`config.mk`:
```
export PLATFORM = sky130hd
export DESIGN_NAME = multi_cycle_controller
export DESIGN_NICKNAME = d
export VERILOG_FILES = /design/src/rtl/cpu_pkg.sv /design/src/rtl/mem_wait_timer.sv /design/src/rtl/multi_cycle_controller.sv
export SDC_FILE = /design/constraint.sdc
export NUM_CORES = 1
export LEC_CHECK = 0
export ABC_CLOCK_PERIOD_IN_PS = 2400
export BUFFER_PORTS_ARGS = -buffer_cell sky130_fd_sc_hd__buf_2
export CAP_MARGIN = 20
export CORE_UTILIZATION = 50
export CTS_CLUSTER_SIZE = 24
export DETAILED_ROUTE_END_ITERATION = 7
export PLACE_DENSITY = 0.79
export SLEW_MARGIN = 20
export SYNTH_ARGS = -nofsm -noshare
export SYNTH_HDL_FRONTEND = slang
export SYNTH_SLANG_ARGS = --single-unit
```
`constraint.sdc`:
```
create_clock -name clk -period 2.4 [get_ports clk]
set_input_delay 0.24 -clock clk [delete_from_list [all_inputs] [get_ports clk]]
set_output_delay 0.24 -clock clk [all_outputs]
set_load 0.03 [all_outputs]
```
`src/rtl/cpu_pkg.sv`:
```
// Shared definitions for the multi-cycle accumulator CPU controller:
// opcode encodings and controller state enumeration.
package cpu_pkg;

    localparam logic [2:0] OP_LDA = 3'b000;
    localparam logic [2:0] OP_STA = 3'b001;
    localparam logic [2:0] OP_ADD = 3'b010;
    localparam logic [2:0] OP_SUB = 3'b011;
    localparam logic [2:0] OP_JMP = 3'b100;
    localparam logic [2:0] OP_JEZ = 3'b101;
    localparam logic [2:0] OP_LDI = 3'b110;
    localparam logic [2:0] OP_HLT = 3'b111;

    typedef enum logic [2:0] {
        ST_IDLE   = 3'd0,
        ST_FETCH  = 3'd1,
        ST_DECODE = 3'd2,
        ST_MEM    = 3'd3,
        ST_HALT   = 3'd4
    } state_t;

    // Instructions that need a data-memory access after decode.
    function automatic logic needs_mem(input logic [2:0] op);
        return (op == OP_LDA) || (op == OP_STA) || (op == OP_ADD) || (op == OP_SUB);
    endfunction

endpackage

```
`src/rtl/mem_wait_timer.sv`:
```
// Counts cycles spent waiting on the memory port and flags the cycle in
// which the wait limit is hit without a ready. TIMEOUT = 0 disables it.
module mem_wait_timer #(
    parameter int TIMEOUT = 16
) (
    input  logic clk,
    input  logic rst_n,
    input  logic clr,
    input  logic en,
    output logic expired
);

    localparam int CW     = (TIMEOUT > 1) ? $clog2(TIMEOUT) : 1;
    localparam int LAST_I = (TIMEOUT > 0) ? TIMEOUT - 1 : 0;
    localparam logic [CW-1:0] LAST = LAST_I[CW-1:0];

    logic [CW-1:0] count;

    // Wait-cycle counter: cleared outside a wait, advanced on each unready cycle.
    always_ff @(posedge clk) begin
        if (!rst_n || clr) begin
            count <= '0;
        end else if (en) begin
            count <= count + 1'b1;
        end
    end

    // Expiry fires in the unready cycle where the count sits at the limit.
    assign expired = (TIMEOUT != 0) && en && (count == LAST);

endmodule

```
`src/rtl/multi_cycle_controller.sv`:
```
// Multi-cycle sequencer for the 8-opcode accumulator CPU. Shares one
// handshaked memory port between instruction fetch and data access,
// drives the datapath strobes, and tracks retired instructions and
// memory-wait timeouts.
module multi_cycle_controller
    import cpu_pkg::*;
#(
    parameter int TIMEOUT = 16,
    parameter int CNT_W   = 16
) (
    input  logic             clk,
    input  logic             rst_n,
    input  logic             start,
    input  logic [2:0]       opcode,
    input  logic             ac_zero,
    input  logic             mem_ready,
    output logic             mem_req,
    output logic             mem_we,
    output logic             addr_sel,
    output logic             ir_ld,
    output logic             pc_inc,
    output logic             pc_src,
    output logic             rd_mem,
    output logic             ac_src,
    output logic             ld_ac,
    output logic             ld_imm,
    output logic             alu_add,
    output logic             alu_sub,
    output logic             busy,
    output logic             halted,
    output logic             bus_err,
    output logic [CNT_W-1:0] retired
);

    state_t state;
    state_t state_next;
    logic   waiting;
    logic   timer_clr;
    logic   timer_en;
    logic   expired;
    logic   retire;

    assign waiting   = (state == ST_FETCH) || (state == ST_MEM);
    assign timer_clr = !waiting || mem_ready;
    assign timer_en  = waiting && !mem_ready;
    assign busy      = waiting || (state == ST_DECODE);
    assign halted    = (state == ST_HALT);

    mem_wait_timer #(.TIMEOUT(TIMEOUT)) u_timer (
        .clk     (clk),
        .rst_n   (rst_n),
        .clr     (timer_clr),
        .en      (timer_en),
        .expired (expired)
    );

    // State register.
    always_ff @(posedge clk) begin
        if (!rst_n) begin
            state <= ST_IDLE;
        end else begin
            state <= state_next;
        end
    end

    // Sticky bus error: set on timeout, cleared when restarting from HALT.
    always_ff @(posedge clk) begin
        if (!rst_n) begin
            bus_err <= 1'b0;
        end else if (expired) begin
            bus_err <= 1'b1;
        end else if ((state == ST_HALT) && start) begin
            bus_err <= 1'b0;
        end
    end

    // Retired-instruction counter, wrapping naturally at 2^CNT_W.
    always_ff @(posedge clk) begin
        if (!rst_n) begin
            retired <= '0;
        end else if (retire) begin
            retired <= retired + 1'b1;
        end
    end

    // Next-state logic plus Moore request outputs and qualified strobes.
    always_comb begin
        state_next = state;
        retire     = 1'b0;
        mem_req    = 1'b0;
        mem_we     = 1'b0;
        addr_sel   = 1'b0;
        ir_ld      = 1'b0;
        pc_inc     = 1'b0;
        pc_src     = 1'b0;
        rd_mem     = 1'b0;
        ac_src     = 1'b0;
        ld_ac      = 1'b0;
        ld_imm     = 1'b0;
        alu_add    = 1'b0;
        alu_sub    = 1'b0;

        case (state)
            ST_IDLE: begin
                if (start) state_next = ST_FETCH;
            end
            ST_FETCH: begin
                mem_req = 1'b1;
                if (mem_ready) begin
                    ir_ld      = 1'b1;
                    pc_inc     = 1'b1;
                    state_next = ST_DECODE;
                end else if (expired) begin
                    state_next = ST_HALT;
                end
            end
            ST_DECODE: begin
                if (needs_mem(opcode)) begin
                    state_next = ST_MEM;
                end else begin
                    retire     = 1'b1;
                    state_next = ST_FETCH;
                    case (opcode)
                        OP_JMP: pc_src = 1'b1;
                        OP_JEZ: pc_src = ac_zero;
                        OP_LDI: begin
                            ld_imm = 1'b1;
                            ld_ac  = 1'b1;
                        end
                        default: state_next = ST_HALT;
                    endcase
                end
            end
            ST_MEM: begin
                mem_req  = 1'b1;
                addr_sel = 1'b1;
                mem_we   = (opcode == OP_STA);
                rd_mem   = (opcode != OP_STA);
                if (mem_ready) begin
                    retire     = 1'b1;
                    state_next = ST_FETCH;
                    case (opcode)
                        OP_LDA: begin
                            ac_src = 1'b1;
                            ld_ac  = 1'b1;
                        end
                        OP_ADD: begin
                            alu_add = 1'b1;
                            ld_ac   = 1'b1;
                        end
                        OP_SUB: begin
                            alu_sub = 1'b1;
                            ld_ac   = 1'b1;
                        end
                        default: ;
                    endcase
                end else if (expired) begin
                    state_next = ST_HALT;
                end
            end
            ST_HALT: begin
                if (start) state_next = ST_FETCH;
            end
            default: state_next = ST_IDLE;
        endcase

        // Keep the datapath still while reset is asserted mid-access.
        if (!rst_n) begin
            ir_ld   = 1'b0;
            pc_inc  = 1'b0;
            pc_src  = 1'b0;
            ac_src  = 1'b0;
            ld_ac   = 1'b0;
            ld_imm  = 1'b0;
            alu_add = 1'b0;
            alu_sub = 1'b0;
        end
    end

endmodule

```
==> results.md, run 1 <==
* Crit Path Category: flip-flop to output port
* Final worst-path cycle share at 90.5%
* Pint at 613 µW
* Drt initial violations at 16
* WL per Instance at 12.6 µm
* Mapped Nets at between 150 and 200
* Max rail drop VDD at 0.516 mV
* Pwr per Cell Area at 559 nW/µm²
* Detailed-route via count at 1,217
* Area grow syn2layout at 20.7%
* Post-Layout Inst Area at between 1000 and 1500 µm²
* Mapped Avg Cell Area at about 8.1 µm²
* Final min period at 2.17 ns
* Inserted Clock Buffers at 3
* Nets at 201
* Chip width at ~52 µm
* Switching part of the total at 26.3%
* CTS tree: built
* WP data required at between 2 and 2.5 ns
* Most common cell after layout, fill and taps aside: buf_2
* FILL cells at 200
* Initial antenna violation count at 0
* Final Hold Vio Count at 0
* Fmax at between 400 and 500 MHz
* Io pins at 39
* DIE AREA at approximately 2700 µm²
* Cell Area, Placed at 1440 µm²
* Leakage at 0.000648 µW
* Clock share of power at 35.2%
* Rows at 17
* H-tree levels at 1
* Hold bufs inserted after CTS at 0
* Yosys warning total at 0
* Layout cell share with drive strength beyond 1 at 24.7%
* Largest net degree at the start of global routing at 19
* MaxCap Viol Count at 0
* Residual DRC count at 0
* IO buf count at 38
* Routability cong. at 0.867
* All-Layer GR Usage at 23.0%
* Switching power at approximately 220 µW
* Comb power frac at 14.1%
* Vias in the first global route at roughly 1.1k
* First-pass GRT wire length at between 4000 and 5000 µm
* Clock skew at around 0.008 ns
* Clock sinks at 24
* Crit path launch type: flip-flop
* Setup Total Neg Slack at 0 ns
* Final setup fails at 0
* Clk Latency, worst-skew pair at 0.32 ns
* HPWL after detailed placement at 2100 µm
* Die H at 51.7 µm
* Worst Tran Pin Value at 0.376 ns
* Initial Util at 54.2%
* CTS Buffer Depth at 2
* Core Area at 2280 µm²
* Primary FF master, synth: dfxtp_1
* Crit path DAT at 1.93 ns
* Post-route ant nets at 0
* Worst Hold Class: input pin to flip-flop
* Synthesized area at 1230 µm²
* GRT overflow at 0
* Initial DRT Pass Iterations at 4
* Critical path fanouts, max at 9
* Routed wire length at 2750 µm
* Crit path capture type: output port
* Clock root buffer: clkbuf_4
* Number of enable flip-flop cells after synthesis at 0
* Synth unique cells at 36
* Most frequent cells in the layout: buf_2, dfxtp_1, nor2_1
* Part of the Yosys area used for sequential elements at 38.9%
* FF+latch count, synth at 24
* Relative slew slack at 74.9%
* FFs w/ async S/R, synth at 0%
* Vias per cell at about 5.6
* RSZ-0062 raised after global routing: no
* Register share of total power at around half
* Status: finished, final reports clean
* Ant diodes at 0
* Synth Instances at around 150
* Clock slew at reported path FFs at 0.13 ns
* Overall power after layout at 832 µW
* Slew Limit Fails at 0
## path summary, 6_finish.rpt
check	cells after the start	to	slack [ns]	from
worst max-delay path	5	ld_ac	0.23	state[2]$_SDFFE_PN0P_
worst min-delay path	3	state[2]$_SDFFE_PN0P_	0.22	rst_n
worst max register to register	4	retired[15]$_SDFFE_PN0P_	0.35	state[0]$_SDFFE_PN0P_
worst min register to register	2	bus_err$_SDFFE_PN0P_	0.46	bus_err$_SDFFE_PN0P_
## cells by family after synthesis
group | synth area share (%)
compound gates | 11.5
xor+xnor | 7.81
fa+ha+maj | 2.03
buf+inv | 5.27
flops | 38.9
mux | 0.811
simple gates | 33.7
## layout make-up
| class | instances | area, µm² | area share, % |
|---|---|---|---|
| multi-input combinational | 115 | 688 | 46.2 |
| sequential | 24 | 482 | 32.4 |
| timing repair buffer | 40 | 205 | 13.8 |
| tap | 28 | 35.0 | 2.35 |
| clock inverter | 1 | 30.0 | 2.02 |
| inverter | 7 | 26.3 | 1.76 |
| clock buffer | 3 | 22.5 | 1.51 |
## registers in the layout (all words and copies together) (netlist names)
register	cells
bus_err	1
retired	16
state	3
u_timer.count	4
## cells in the mapped netlist, types with 2 or more instances
cell type,instances,area share [%]
a21oi_1,10,4.1
a31oi_1,2,1.0
buf_4,3,1.8
clkbuf_1,3,0.91
dfxtp_1,24,39
ha_1,2,2.0
inv_1,6,1.8
nand2_1,9,2.7
nand2b_1,2,1.0
nand3_1,8,3.2
nand4_1,5,2.5
nor2_1,21,6.4
nor2b_1,4,2.0
nor3_1,6,2.4
nor3b_1,3,1.8
nor4_1,2,1.0
o21ai_0,9,3.7
or3_1,7,3.5
xnor2_1,9,6.4
xor2_1,2,1.4
## layer usage
layer	vias up	GRT usage (%)	wire length [µm]
li1	610	-	-
met2	34	41.8	1340
met4	0	9.01	16
met3	2	4.09	130
met1	571	26.4	1270
met5	-	0	0
## power groups by stage
stage                     Combinational (µW)  Sequential, µW  Clock (µW)
after floorplan                         91.0             422           0
after global placement                   112             428           0
after detailed placement                 116             430           0
after CTS                                117             421         302
after global routing                     127             425         312
final                                    117             422         293
## critical path, cell delays in order, from the launching register on
cell and delay, ns:
dfxtp_1 0.39, nand2b_1 0.32, or3_1 0.43, o21ai_0 0.17, a21o_1 0.13, buf_2 0.18
## through the flow
step / util [%] / std cells / setup WS (ns) / hold slack (ns)
2_1_floorplan: - / 153 / 0.261 / 0.378
3_3_place_gp: 63.1 / 214 / 0.407 / 0.429
3_5_place_dp: 63.1 / 214 / 0.305 / 0.444
4_1_cts: 65.4 / 218 / 0.0879 / 0.214
5_1_grt: 65.4 / 218 / 0.113 / 0.222
6_report: 65.4 / 218 / 0.228 / 0.224
## what timing repair did
action / 4_1_cts / 5_1_grt
gates resized for setup: 0 / 1
setup buffers: 0 / 0
setup endpoints to repair: 0 / 2
Note: power is estimated with default switching activity, not from simulation.
==> run 2: changes to the inputs <==
--- a/config.mk
+++ b/config.mk
@@ -5,13 +5,14 @@
 export SDC_FILE = /design/constraint.sdc
 export NUM_CORES = 1
 export LEC_CHECK = 0
+export ABC_AREA = 1
 export ABC_CLOCK_PERIOD_IN_PS = 2400
 export BUFFER_PORTS_ARGS = -buffer_cell sky130_fd_sc_hd__buf_2
 export CAP_MARGIN = 20
 export CORE_UTILIZATION = 50
 export CTS_CLUSTER_SIZE = 24
 export DETAILED_ROUTE_END_ITERATION = 7
-export PLACE_DENSITY = 0.79
+export PLACE_DENSITY = 0.77
 export SLEW_MARGIN = 20
 export SYNTH_ARGS = -nofsm -noshare
 export SYNTH_HDL_FRONTEND = slang
==> results.md, run 2 <==
* DIE AREA at 3020 µm² (+13%)
* Initial antenna violation count at 0 (unchanged)
* Most frequent cells in the layout: nand2_1, buf_2, nor2_1
* Clock slew at reported path FFs at 0.12 ns (about the same)
* Met2 Wirelength at 1450 µm (+8.2%)
* CTS tree: built
* Chip width at 54.9 µm (+6.3%)
* Synth cell count leaders: nand2_1, nor2_1, dfxtp_1
* Yosys warning total at 0 (unchanged)
* Final worst-path cycle share at 78.1% (-12 points)
* H-tree levels at 1 (unchanged)
* HPWL after detailed placement at 2310 µm (+9.7%)
* Clock skew at 0.00581 ns (-0.00232 ns)
* MaxCap Viol Count at 0 (unchanged)
* CTS Buffer Depth at 2 (unchanged)
* GRT overflow at 0 (unchanged)
* Post-route ant nets at 0 (unchanged)
* All-Layer GR Usage at 23.5% (+0.49 points)
* Largest reg by FF count: retired
* CP Cell Sequence: nand3_2 > nor2_2 > nand3_1 > nor3_1 > buf_2
* Number of enable flip-flop cells after synthesis at 0 (unchanged)
* Initial Util at 54.6% (+0.38 points)
* Most frequent cell after synthesis: nand2_1
* Relative slew slack at 67.1% (-7.7 points)
* Worst Tran Pin Value at 0.492 ns (+0.116 ns)
* Initial DRT Pass Iterations at 4 (unchanged)
* DR top layer: met4
* Worst Hold Class: input pin to flip-flop
* Clk Latency, worst-skew pair at 0.31 ns (about the same)
* Ant diodes at 0 (unchanged)
* Fmax at 533 MHz (+16%)
* Top flop regs: retired: 16 flops, u_timer.count: 4 flops, state: 3 flops
* WL per Instance at 11.0 µm (-13%)
* Synth Instances at 210 (+37%)
* Slew Limit Fails at 0 (unchanged)
* FFs w/ async S/R, synth at 0% (unchanged)
* Routed wire length at 3050 µm (+11%)
* WL met3 at 129 µm (-0.77%)
* Synth top area share at 34.3% (-4.7 points)
* Mapped Avg Cell Area at 6.67 µm² (-17%)
* Post-synth top area cell: dfxtp_1
* Detailed-route via count at 1,437 (+18%)
* Core Area at 2570 µm² (+13%)
* Largest net degree at the start of global routing at 14 (-5)
* Die H at 54.9 µm (+6.3%)
* Max stage delay on crit path at 0.46 ns (+0.03 ns)
* Crit path DAT at 1.64 ns (-0.29 ns)
* FILL cells at 257 (+28%)
* Layout cell share with drive strength beyond 1 at 25.0% (+0.26 points)
* Rows at 18 (+1)
* Nets at 259 (+29%)
* Clock sinks at 24 (unchanged)
* Synth unique cells at 30 (-17%)
* Io pins at 39 (unchanged)
* Status: finished, final reports clean
* Primary FF master, synth: dfxtp_1
* Inserted Clock Buffers at 3 (unchanged)
* Pwr per Cell Area at 439 nW/µm² (-21%)
* Residual DRC count at 0 (unchanged)
* Worst slack at placement at 0.841 ns (+0.536 ns)
* Critical path fanouts, max at 6 (-3)
* Area grow syn2layout at 17.0%
* WP data required at 2.16 ns (about the same)
* Most common cell after layout, fill and taps aside: nand2_1
* FF+latch count, synth at 24 (unchanged)
* CP max stage cell: dfxtp_1
* Final min period at 1.88 ns (-0.297 ns)
* Mapped Nets at 220 (+35%)
* Setup Total Neg Slack at 0 ns (unchanged)
* Max FFs per register at 16 (unchanged)
* Part of the Yosys area used for sequential elements at 34.3% (-4.7 points)
* Synth top area cells: dfxtp_1, nand2_1, nor2_1, inv_1, a21oi_1
* IO buf count at 38 (unchanged)
* Final setup fails at 0 (unchanged)
* Crit Path Category: flip-flop to output port
* Crit path launch type: flip-flop
* Setup WS post-layout at 0.525 ns (+0.297 ns)
* Vias per cell at 5.17 (-7.4%)
* Drt initial violations at 28 (+12)
* Hold bufs inserted after CTS at 0 (unchanged)
* Overall power after layout at 720 µW (-14%)
* Crit path capture type: output port
* Synthesized area at 1400 µm² (+14%)
* Max rail drop VDD at 0.474 mV (-8.3%)
* Vias in the first global route at 1,197 (+9.3%)
* Final Hold Vio Count at 0 (unchanged)
* RSZ-0062 raised after global routing: no
* Clock root buffer: clkbuf_4
* Leakage at 0.000715 µW (+10%)
* Routability cong. at 0.818 (-5.6%)
* Post-CTS sizing at 0 (unchanged)
* First-pass GRT wire length at 5130 µm (+11%)
* Post-CTS setup buffers at 0 (unchanged)
* DRT met1 WL at 1450 µm (+14%)
[run 2: cell types whose count changed in the layout (fill, tap and decap cells not counted), moves of 3 or more]
cell / previous run / this run
a21oi_1: 10 / 14
inv_1: 6 / 23
nand2_1: 9 / 47
nand3_1: 8 / 12
nor2_1: 21 / 37
nor2_2: 0 / 6
nor2b_1: 4 / 0
nor3b_1: 3 / 0
or3_1: 7 / 0
xnor2_1: 9 / 1
[run 2: final timing paths]
check | start | endpoint | slack (ns) | cells after the start
worst max-delay path | state[1]$_SDFFE_PN0P_ | ac_src | 0.52 | 5
worst min-delay path | start | bus_err$_SDFFE_PN0P_ | 0.19 | 4
worst max register to register | state[1]$_SDFFE_PN0P_ | retired[3]$_SDFFE_PN0P_ | 0.81 | 5
worst min register to register | u_timer.count[0]$_SDFFE_PP0P_ | u_timer.count[0]$_SDFFE_PP0P_ | 0.46 | 1
[run 2: critical path: cells and delay by family (launching register included)]
family,cells,cell delay (ns)
flops,1,0.46
buf+inv,1,0.22
simple gates,4,0.64
[run 2: final cells by class]
type	count	area (µm²)	share of cell area, %
Tap cell	30	37.5	2.29
Multi-Input combinational cell	157	797	48.6
Clock buffer	4	36.3	2.21
Inverter	24	90.1	5.50
Sequential cell	24	480	29.3
Timing Repair Buffer	39	198	12.1
[run 2: per-stage QoR]
stage                     utilization [%]  instance area, µm²  cells  hold WS, ns
after CTS                            63.8                1640    278        0.182
after global placement               62.4                1600    274        0.427
after global routing                 63.8                1640    278        0.189
final                                63.8                1640    278        0.193
after detailed placement             62.4                1600    274        0.440
after floorplan                         -                1400    210        0.417
[run 2: layer usage]
layer | vias up | global-route usage (%)
met5 | - | 0
met4 | 0 | 4.58
met3 | 2 | 5.74
met2 | 32 | 39.2
met1 | 647 | 30.8
li1 | 756 | -
[run 2: cells by family after synthesis]
family,Yosys count,synth area share [%]
AO/OA/AOI/OAI,29,11.9
XOR/XNOR,4,2.50
adder cells (fa/ha/maj),2,1.79
buffers and inverters,29,8.84
flip-flops,24,34.3
AND/OR/NAND/NOR,122,40.7
[run 2: power breakdown]
group | total [µW] | leakage [µW] | switching, µW | internal (µW)
clock network | 210 | 0.0000210 | 118 | 92.7
logic | 99.4 | 0.000500 | 71.4 | 28.0
registers | 410 | 0.000194 | 5.82 | 404
